**config.mk**
```make
export PLATFORM = sky130hd
export DESIGN_NAME = buffer_loader
export DESIGN_NICKNAME = d
export VERILOG_FILES = /design/src/rtl/buffer_loader.sv
export SDC_FILE = /design/constraint.sdc
export NUM_CORES = 1
export LEC_CHECK = 0
export ABC_AREA = 1
export BUFFER_PORTS_ARGS = -buffer_cell sky130_fd_sc_hd__buf_2
export CORE_MARGIN = 5
export CORE_UTILIZATION = 48
export DETAILED_ROUTE_END_ITERATION = 8
export PLACE_DENSITY = 0.78
export REMOVE_ABC_BUFFERS = 1
export SYNTH_ARGS = -nofsm -noshare
export SYNTH_HDL_FRONTEND = slang
export SYNTH_SLANG_ARGS = --single-unit
```
**constraint.sdc**
```tcl
create_clock -name clk -period 2.55 [get_ports clk]
set_clock_uncertainty 0.1 [all_clocks]
set_input_delay 0.1275 -clock clk [delete_from_list [all_inputs] [get_ports clk]]
set_output_delay 0.1275 -clock clk [all_outputs]
set_load 0.03 [all_outputs]
```
**src/rtl/buffer_loader.sv**
```systemverilog
// buffer_loader: packs pairs of 16-bit elements into 32-bit bank stores and streams the banks out.
// Optional macro BUFFER_LOADER_ODD_PAD_EN zero-pads a dangling half element instead of raising err.
module buffer_loader #(
    parameter int ARR_SIZE = 4
) (
    input  logic        clk,
    input  logic        rst,
    input  logic        in_valid,
    input  logic [15:0] in_data,
    output logic        in_ready,
    input  logic        stream_req,
    output logic [31:0] buf_data,
    output logic [7:0]  buf_addr,
    output logic [1:0]  buf_state,
    output logic        busy,
    output logic        done,
    output logic        err
);

    typedef enum logic [1:0] {IDLE, PAD, STREAM, DONE} state_t;

    localparam logic [1:0] CMD_NOP    = 2'b00;
    localparam logic [1:0] CMD_STORE  = 2'b01;
    localparam logic [1:0] CMD_STREAM = 2'b10;
    localparam logic [8:0] SIZE       = 9'(ARR_SIZE);
    localparam logic [7:0] LAST_RD    = 8'(ARR_SIZE - 1);

    state_t      state_q, state_d;
    logic [8:0]  wr_ptr_q, wr_ptr_d;
    logic [7:0]  rd_ptr_q, rd_ptr_d;
    logic        half_q, half_d;
    logic [15:0] low_q, low_d;
    logic [31:0] data_q, data_d;
    logic [7:0]  addr_q, addr_d;
    logic [1:0]  cmd_q, cmd_d;
    logic        err_q, err_d;
    logic        accept;

    assign in_ready = (state_q == IDLE) && (wr_ptr_q < SIZE) && !stream_req;
    assign accept   = in_valid && in_ready;

    // Command outputs are registered: whatever is decided here appears on the bus next cycle.
    always_comb begin
        state_d  = state_q;
        wr_ptr_d = wr_ptr_q;
        rd_ptr_d = rd_ptr_q;
        half_d   = half_q;
        low_d    = low_q;
        err_d    = err_q;
        cmd_d    = CMD_NOP;
        data_d   = 32'h0;
        addr_d   = addr_q;
        case (state_q)
            IDLE: begin
                if (stream_req) begin
                    if (half_q) begin
`ifdef BUFFER_LOADER_ODD_PAD_EN
                        state_d  = PAD;
                        cmd_d    = CMD_STORE;
                        data_d   = {16'h0000, low_q};
                        addr_d   = wr_ptr_q[7:0];
                        wr_ptr_d = wr_ptr_q + 9'd2;
                        half_d   = 1'b0;
`else
                        state_d = STREAM;
                        cmd_d   = CMD_STREAM;
                        addr_d  = rd_ptr_q;
                        half_d  = 1'b0;
                        err_d   = 1'b1;
`endif
                    end else begin
                        state_d = STREAM;
                        cmd_d   = CMD_STREAM;
                        addr_d  = rd_ptr_q;
                    end
                end else if (accept) begin
                    if (!half_q) begin
                        low_d  = in_data;
                        half_d = 1'b1;
                    end else begin
                        cmd_d    = CMD_STORE;
                        data_d   = {in_data, low_q};
                        addr_d   = wr_ptr_q[7:0];
                        wr_ptr_d = wr_ptr_q + 9'd2;
                        half_d   = 1'b0;
                    end
                end
            end
            PAD: begin
                state_d = STREAM;
                cmd_d   = CMD_STREAM;
                addr_d  = rd_ptr_q;
            end
            STREAM: begin
                // rd_ptr_q always equals the address currently shown on the bus.
                if (rd_ptr_q == LAST_RD) begin
                    state_d  = DONE;
                    rd_ptr_d = 8'd0;
                    wr_ptr_d = 9'd0;
                    half_d   = 1'b0;
                end else begin
                    rd_ptr_d = rd_ptr_q + 8'd1;
                    cmd_d    = CMD_STREAM;
                    addr_d   = rd_ptr_q + 8'd1;
                end
            end
            DONE: state_d = IDLE;
            default: state_d = IDLE;
        endcase
    end

    always_ff @(posedge clk) begin
        if (rst) begin
            state_q  <= IDLE;
            wr_ptr_q <= 9'd0;
            rd_ptr_q <= 8'd0;
            half_q   <= 1'b0;
            cmd_q    <= CMD_NOP;
            data_q   <= 32'h0;
            addr_q   <= 8'd0;
            err_q    <= 1'b0;
        end else begin
            state_q  <= state_d;
            wr_ptr_q <= wr_ptr_d;
            rd_ptr_q <= rd_ptr_d;
            half_q   <= half_d;
            cmd_q    <= cmd_d;
            data_q   <= data_d;
            addr_q   <= addr_d;
            err_q    <= err_d;
        end
    end

    always_ff @(posedge clk) begin
        low_q <= low_d;
    end

    assign buf_data  = data_q;
    assign buf_addr  = addr_q;
    assign buf_state = cmd_q;
    assign busy      = (state_q != IDLE);
    assign done      = (state_q == DONE);
    assign err       = err_q;

endmodule

```
======== Word-level counts from Yosys, hierarchy flattened ========
Index checks and enable logic that the tools add are counted.
word-level totals
  logic and storage cells ................. 67
  output and inout port bits .............. 46
  input port bits ......................... 20
  register bits ........................... 79
cells by class
  bitwise operators ....................... 4
  equality and inequality tests ........... 12
  multiplexer cells ....................... 24
  add/subtract/negate cells ............... 2
  reduce and logical (&&, ||, !) cells .... 15
  magnitude comparators ................... 1
operators with widths
  kind                                                                           count
  8-bit two-way mux                                                              5
  9-bit two-way mux                                                              4
  8-bit one-hot mux with 3 select lines                                          1
  9-bit one-hot mux with 2 select lines                                          1
  2-bit inequality test (second input constant)                                  6
  9-bit by 2-bit adder with 9-bit output (second input constant)                 1
  9-bit by 3-bit less-than comparator with 1-bit output (second input constant)  1
  8-bit by 1-bit adder with 8-bit output (second input constant)                 1
  8-bit by 2-bit equality test with 1-bit output (second input constant)         1
  2-bit two-way mux                                                              4
  2-bit one-hot mux with 4 select lines                                          1
  4-bit AND reduction                                                            2
  1-bit two-way mux                                                              6
  3-bit inequality test (second input constant)                                  2
  2-bit one-hot mux with 3 select lines                                          1
  3-bit AND reduction                                                            2
  5-bit AND reduction                                                            1
  5-bit OR reduction                                                             1
  2-bit equality test (second input constant)                                    2
  1-bit inverter                                                                 4
  2-bit nonzero test                                                             2
  1-bit logical AND                                                              3
  3-bit nonzero test                                                             1
  2-bit by 1-bit equality test with 1-bit output (second input constant)         1
  4 further kinds                                                                4

======== Longest topological paths before layout ========
  depth in word-level cells ............... 7
  gate-level depth with buffers ........... 12
  mapped depth without buffers ............ 10

======== Worst setup path before layout ========
Ideal clock, no wire load.
  kind .................................... register -> register
  from .................................... reg state_q[0]
  to ...................................... reg low_q[0], enable pin
  required time ........................... 2.041 ns
  data arrival time ....................... 2.225 ns
  period minus slack after synthesis ...... 2.734 ns
  path buffers ............................ 0
  stages on the path, launching flop included .. 7
  path slack .............................. -0.184 ns
  cells stage by stage .................... dfxtp_1 -> inv_1 -> ha_1 -> inv_2 -> nor3_4 -> nand3_1 -> nor3_1
on the way
  longest elaborated chain between the ends .. 5
RTL lines
  element                                 line    source
  from (decl)                             28      state_t state_q, state_d;
  from (signal assigned)                  123     state_q <= state_d;
  2-bit zero test *                       39, 53
  1-bit logical AND (2 in a row)          39      assign in_ready = (state_q == IDLE) && (wr_ptr_q < SIZE) && !stream_req;
  1-bit logical AND                       40      assign accept = in_valid && in_ready;
  4-bit AND reduction (no source line) *  n/a
  to (signal assigned)                    135     low_q <= low_d;
  to (decl)                               32      logic [15:0] low_q, low_d;
Mark *: on every way between the ends. The rest lies on a longest branch, timed or not.
A chain may end at the register's enable or synchronous reset.

======== Final worst setup path ========
  from .................................... reg state_q[0]
  to ...................................... reg data_q[18], in the netlist buf_data[18]
on the way
  longest elaborated chain between the ends .. 6
RTL lines
  element                                line    source
  2-bit zero test *                      39, 53
  1-bit logical AND (2 in a row)         39
  1-bit logical AND                      40
  1-bit inverter (no source line)        n/a
  5-bit OR reduction (no source line) *  n/a
  to (signal assigned)                   128     data_q <= data_d;
  to (decl)                              33      logic [31:0] data_q, data_d;
Marks and branches as above.

==> results list <==
* Post-route fraction of the period consumed by the critical path: 78.07%
- Filler cell count: 510
- During synthesis, Yosys emitted a total of 0 warnings.
- First-pass GRT wire length: 11270 um
- Overall Power: 2.623 mW
- Of the synthesized area, sequential elements account for 54.80%.
* Count of H-tree levels built during CTS: 3
- The congestion estimate from routability-driven global placement came to 0.8748.
- Synth Area per Inst: 8.334 sq um
- Routed wl met2: 3369 um
- Comb power frac: 11.8%
- Of the cells placed in the final design, the portion with a size suffix greater than 1 is 21.72%.
- Initial core utilization: 49.48%
- Across the whole layout, storage elements account for 1722 sq um.
- Via count of the first global-routing pass: 2380
* Area of the core: 6350 sq um
- Detailed placement ended at an HPWL of 4738 um.
- Setup repair after global routing left no endpoint under its margin.
* Row Count: 29
* Number of antenna violations at the first check in global routing: 0
- At the later pin of the worst-skew pair, clock insertion delay measures 0.34 ns.
- Top fanout value on the critical path: 32
- The largest total area in the synthesized netlist belongs to sky130_fd_sc_hd__dfxtp_1.
* Max Cap Viol: 0
- DIE HEIGHT: 90.91 um
- Setup violations remaining at the end of the flow were counted as 0.
* Share of the core filled with cells: 61.42%
- Most common cell in the netlist: sky130_fd_sc_hd__nor2_1
- The min-delay analysis places its worst path in the category in -> reg.
* Endpoint required time on the critical path: 2.72 ns
* Maximum resistive drop on vdd: 0.0006105 V
- Critical path buffer and inverter count: 2
- CTS tree: done
* Status: finished, final reports clean
- Area of the multi-input gates: 1100 sq um
* Total power density per cell area: 672.6 nW/um^2
* Number of synthesized flops with an enable pin: 16
* Relative slew margins: 69.09%
* CTS Sinks: 78
* Highest metal layer with signal wires: met4
* Number of design-rule violations left by the first detailed-router iteration: 208
- The critical path goes through inv_1 -> ha_1 -> inv_2 -> nor3_4 -> nand4_4 -> nand3b_4 -> nor2_1.
- Antenna Violating Nets Remaining: 0
- Main area contributors after synthesis: sky130_fd_sc_hd__dfxtp_1, sky130_fd_sc_hd__edfxtp_1, sky130_fd_sc_hd__nor2_1
- Wire length after detailed routing: 6924 um
- Number of top-level design ports: 66
- Number of max-slew violations in the final report: 0
- Number of unique standard cell types used by synthesis: 33
* Total vias in the final route: 2629
- For this design, the slowest cell found on the critical path is sky130_fd_sc_hd__nand3b_4.
* Switch share: 26.41%
- The number of placed instances, taps included, is 510.
* Worst slack after detailed placement: 0.5904 ns
- No sink is reached through more buffers than the 2 on the longest clock path.
- Capturing element type of the critical path: flip-flop
- The worst path needs 1.991 ns of the cycle, external delays included.
* Fraction of synthesized cell area taken by the top area cell type: 39.51%
* Type of element launching the critical path: flip-flop
- Routed vias/inst: 4.851
- Smallest setup slack after layout: 0.5593 ns
- After synthesis the cells add up to 3142 sq um.
- The hold violation count in the final report is 0.
- After detailed routing, the met3 layer carries 496 um of wire.
* Met1 wire length: 2929 um
- For this run, the total global-route usage over all layers was measured as 16.88%.
- Summed over all failing endpoints, the final setup total negative slack is 0 ns.
* Wirelength per Cell: 12.77 um
- In this run the power spent charging and discharging nets is 0.6928 mW.
- # resized after CTS: 0
- The final layout contains 487 nets.
* Register share of total power: 50.1%
* Biggest cell delay along the critical path: 0.41 ns
- Area grow syn2layout: 24.13%
- Broken down by cell family, the worst path's largest delay share belongs to simple AND/OR/NAND/NOR gates.
* Cell internal pwr: 1.930 mW
- Total die area: 8264 sq um
- Crit path kind: reg -> reg
* Grt ovf: 0
- Input and output buffers added on the ports amount to 65.
* DR pass1 iterations: 5
- Once the clock tree was built, the setup fixing pass inserted 0 buffers.
* Width of the die: 90.91 um
- # diodes: 0
- Among all flip-flop cells after synthesis, the most frequent one is sky130_fd_sc_hd__dfxtp_1.
- CTS Root Buffer Type: sky130_fd_sc_hd__clkbuf_8
* Slew at the pin with the worst max-slew slack: 0.4606 ns
- Maximum number of pins on one net before global-route repair: 33
* Arrival time at the worst endpoint: 2.16 ns
* Synth Register Bits: 78
* CTS Hold Bufs: 16
- For this run, the top clock speed supported by timing is 502.3 MHz.
- Count of placed standard cells in the final layout, fillers left out: 542
- Clk slew on worst S/H paths: 0.08 ns
- Synthesis produced a netlist whose cell count is 377.
- Number of buffers added by the clock tree synthesis step: 9
- The clock network is responsible for 38.1% of the overall power.
- After synthesis, the most frequently instantiated cells are sky130_fd_sc_hd__nor2_1, sky130_fd_sc_hd__nand2_1, sky130_fd_sc_hd__dfxtp_1.
* Share of flip-flops with an asynchronous set or reset after synthesis: 0%
- Reported leakage power: 1.910 nW
- After detailed routing, the number of remaining DRC violations is 0.
-- cells by family after synthesis --
group,share of synthesized area (%)
AND/OR/NAND/NOR,24.13
adder cells (fa/ha/maj),2.788
flip-flops,54.80
buffers and inverters,10.35
AO/OA/AOI/OAI,7.925
-- metrics by stage --
stage | cell area, sq um | hold slack, ns
after global placement | 3518 | 0.2214
after CTS | 3900 | 0.04250
after global routing | 3900 | 0.04334
after floorplan | 3054 | 0.09657
final | 3900 | 0.05056
after detailed placement | 3518 | 0.2245
-- placed cells by master, fill, tap and decap left out, types with 2 or more instances in the layout --
cell,netlist,layout
sky130_fd_sc_hd__nand4_1,4,4
sky130_fd_sc_hd__nor2_1,67,67
sky130_fd_sc_hd__ha_1,7,7
sky130_fd_sc_hd__edfxtp_1,16,16
sky130_fd_sc_hd__a21oi_1,27,27
sky130_fd_sc_hd__dfxtp_1,62,62
sky130_fd_sc_hd__inv_2,3,3
sky130_fd_sc_hd__nand2_1,63,63
sky130_fd_sc_hd__dlygate4sd3_1,0,16
sky130_fd_sc_hd__inv_1,59,59
sky130_fd_sc_hd__o21ai_1,3,3
sky130_fd_sc_hd__nor2_2,2,2
sky130_fd_sc_hd__nor4_1,2,2
sky130_fd_sc_hd__nor3_1,3,2
sky130_fd_sc_hd__nand3_1,20,20
sky130_fd_sc_hd__a31oi_1,2,2
sky130_fd_sc_hd__buf_2,4,65
sky130_fd_sc_hd__clkinv_2,1,2
sky130_fd_sc_hd__nand2_4,2,2
sky130_fd_sc_hd__clkbuf_8,0,9
sky130_fd_sc_hd__o21ai_0,8,8
sky130_fd_sc_hd__inv_6,0,3
sky130_fd_sc_hd__buf_4,0,5
-- flip-flops by register name (all words and copies together), names as in the netlist --
signal and flops:
buf_addr 8, half_q 1, wr_ptr_q 8, rd_ptr_q 8
buf_data 32, state_q 2, low_q 16, buf_state 2
err 1
-- worst register-to-register path: stages, from the launching register on --
cell	delay, ns
sky130_fd_sc_hd__dfxtp_1	0.37
sky130_fd_sc_hd__inv_1	0.09
sky130_fd_sc_hd__ha_1	0.25
sky130_fd_sc_hd__inv_2	0.11
sky130_fd_sc_hd__nor3_4	0.20
sky130_fd_sc_hd__nand4_4	0.17
sky130_fd_sc_hd__nand3b_4	0.41
sky130_fd_sc_hd__nor2_1	0.22
-- worst paths after layout --
kind	slack, ns	cells after the start	end	start
worst max-delay path	0.56	7	buf_data[18]$_SDFF_PP0_	state_q[0]$_SDFFE_PP0P_
worst max register to register	0.56	7	buf_data[18]$_SDFF_PP0_	state_q[0]$_SDFFE_PP0P_
worst min register to register	0.35	2	err$_SDFFE_PP0P_	err$_SDFFE_PP0P_
worst min-delay path	0.05	3	buf_state[0]$_SDFF_PP0_	in_valid
-- layout make-up --
| class | count | area share, % |
|---|---|---|
| sequential | 78 | 44.14 |
| multi-input combinational | 222 | 28.20 |
| timing repair buffer | 86 | 13.41 |
| inverter | 63 | 6.096 |
| clock buffer | 10 | 3.818 |
| tap | 77 | 2.470 |
| clock inverter | 6 | 1.861 |
-- layer usage --
metal | up-vias | GRT usage, %
met4 | 0 | 6.112
met1 | 1196 | 21.40
met5 | - | 0
met2 | 79 | 27.06
li1 | 1344 | -
met3 | 10 | 5.417
-- power by group through the flow --
stage               clock network (mW)  registers (mW)  logic (mW)
floorplan                            0            1.37       0.159
global placement                     0            1.34       0.282
detailed placement                   0            1.34       0.287
CTS                               1.02            1.31       0.310
global route                      1.08            1.32       0.345
finish                           0.999            1.31       0.311
Power figures use the tool's default switching activity.
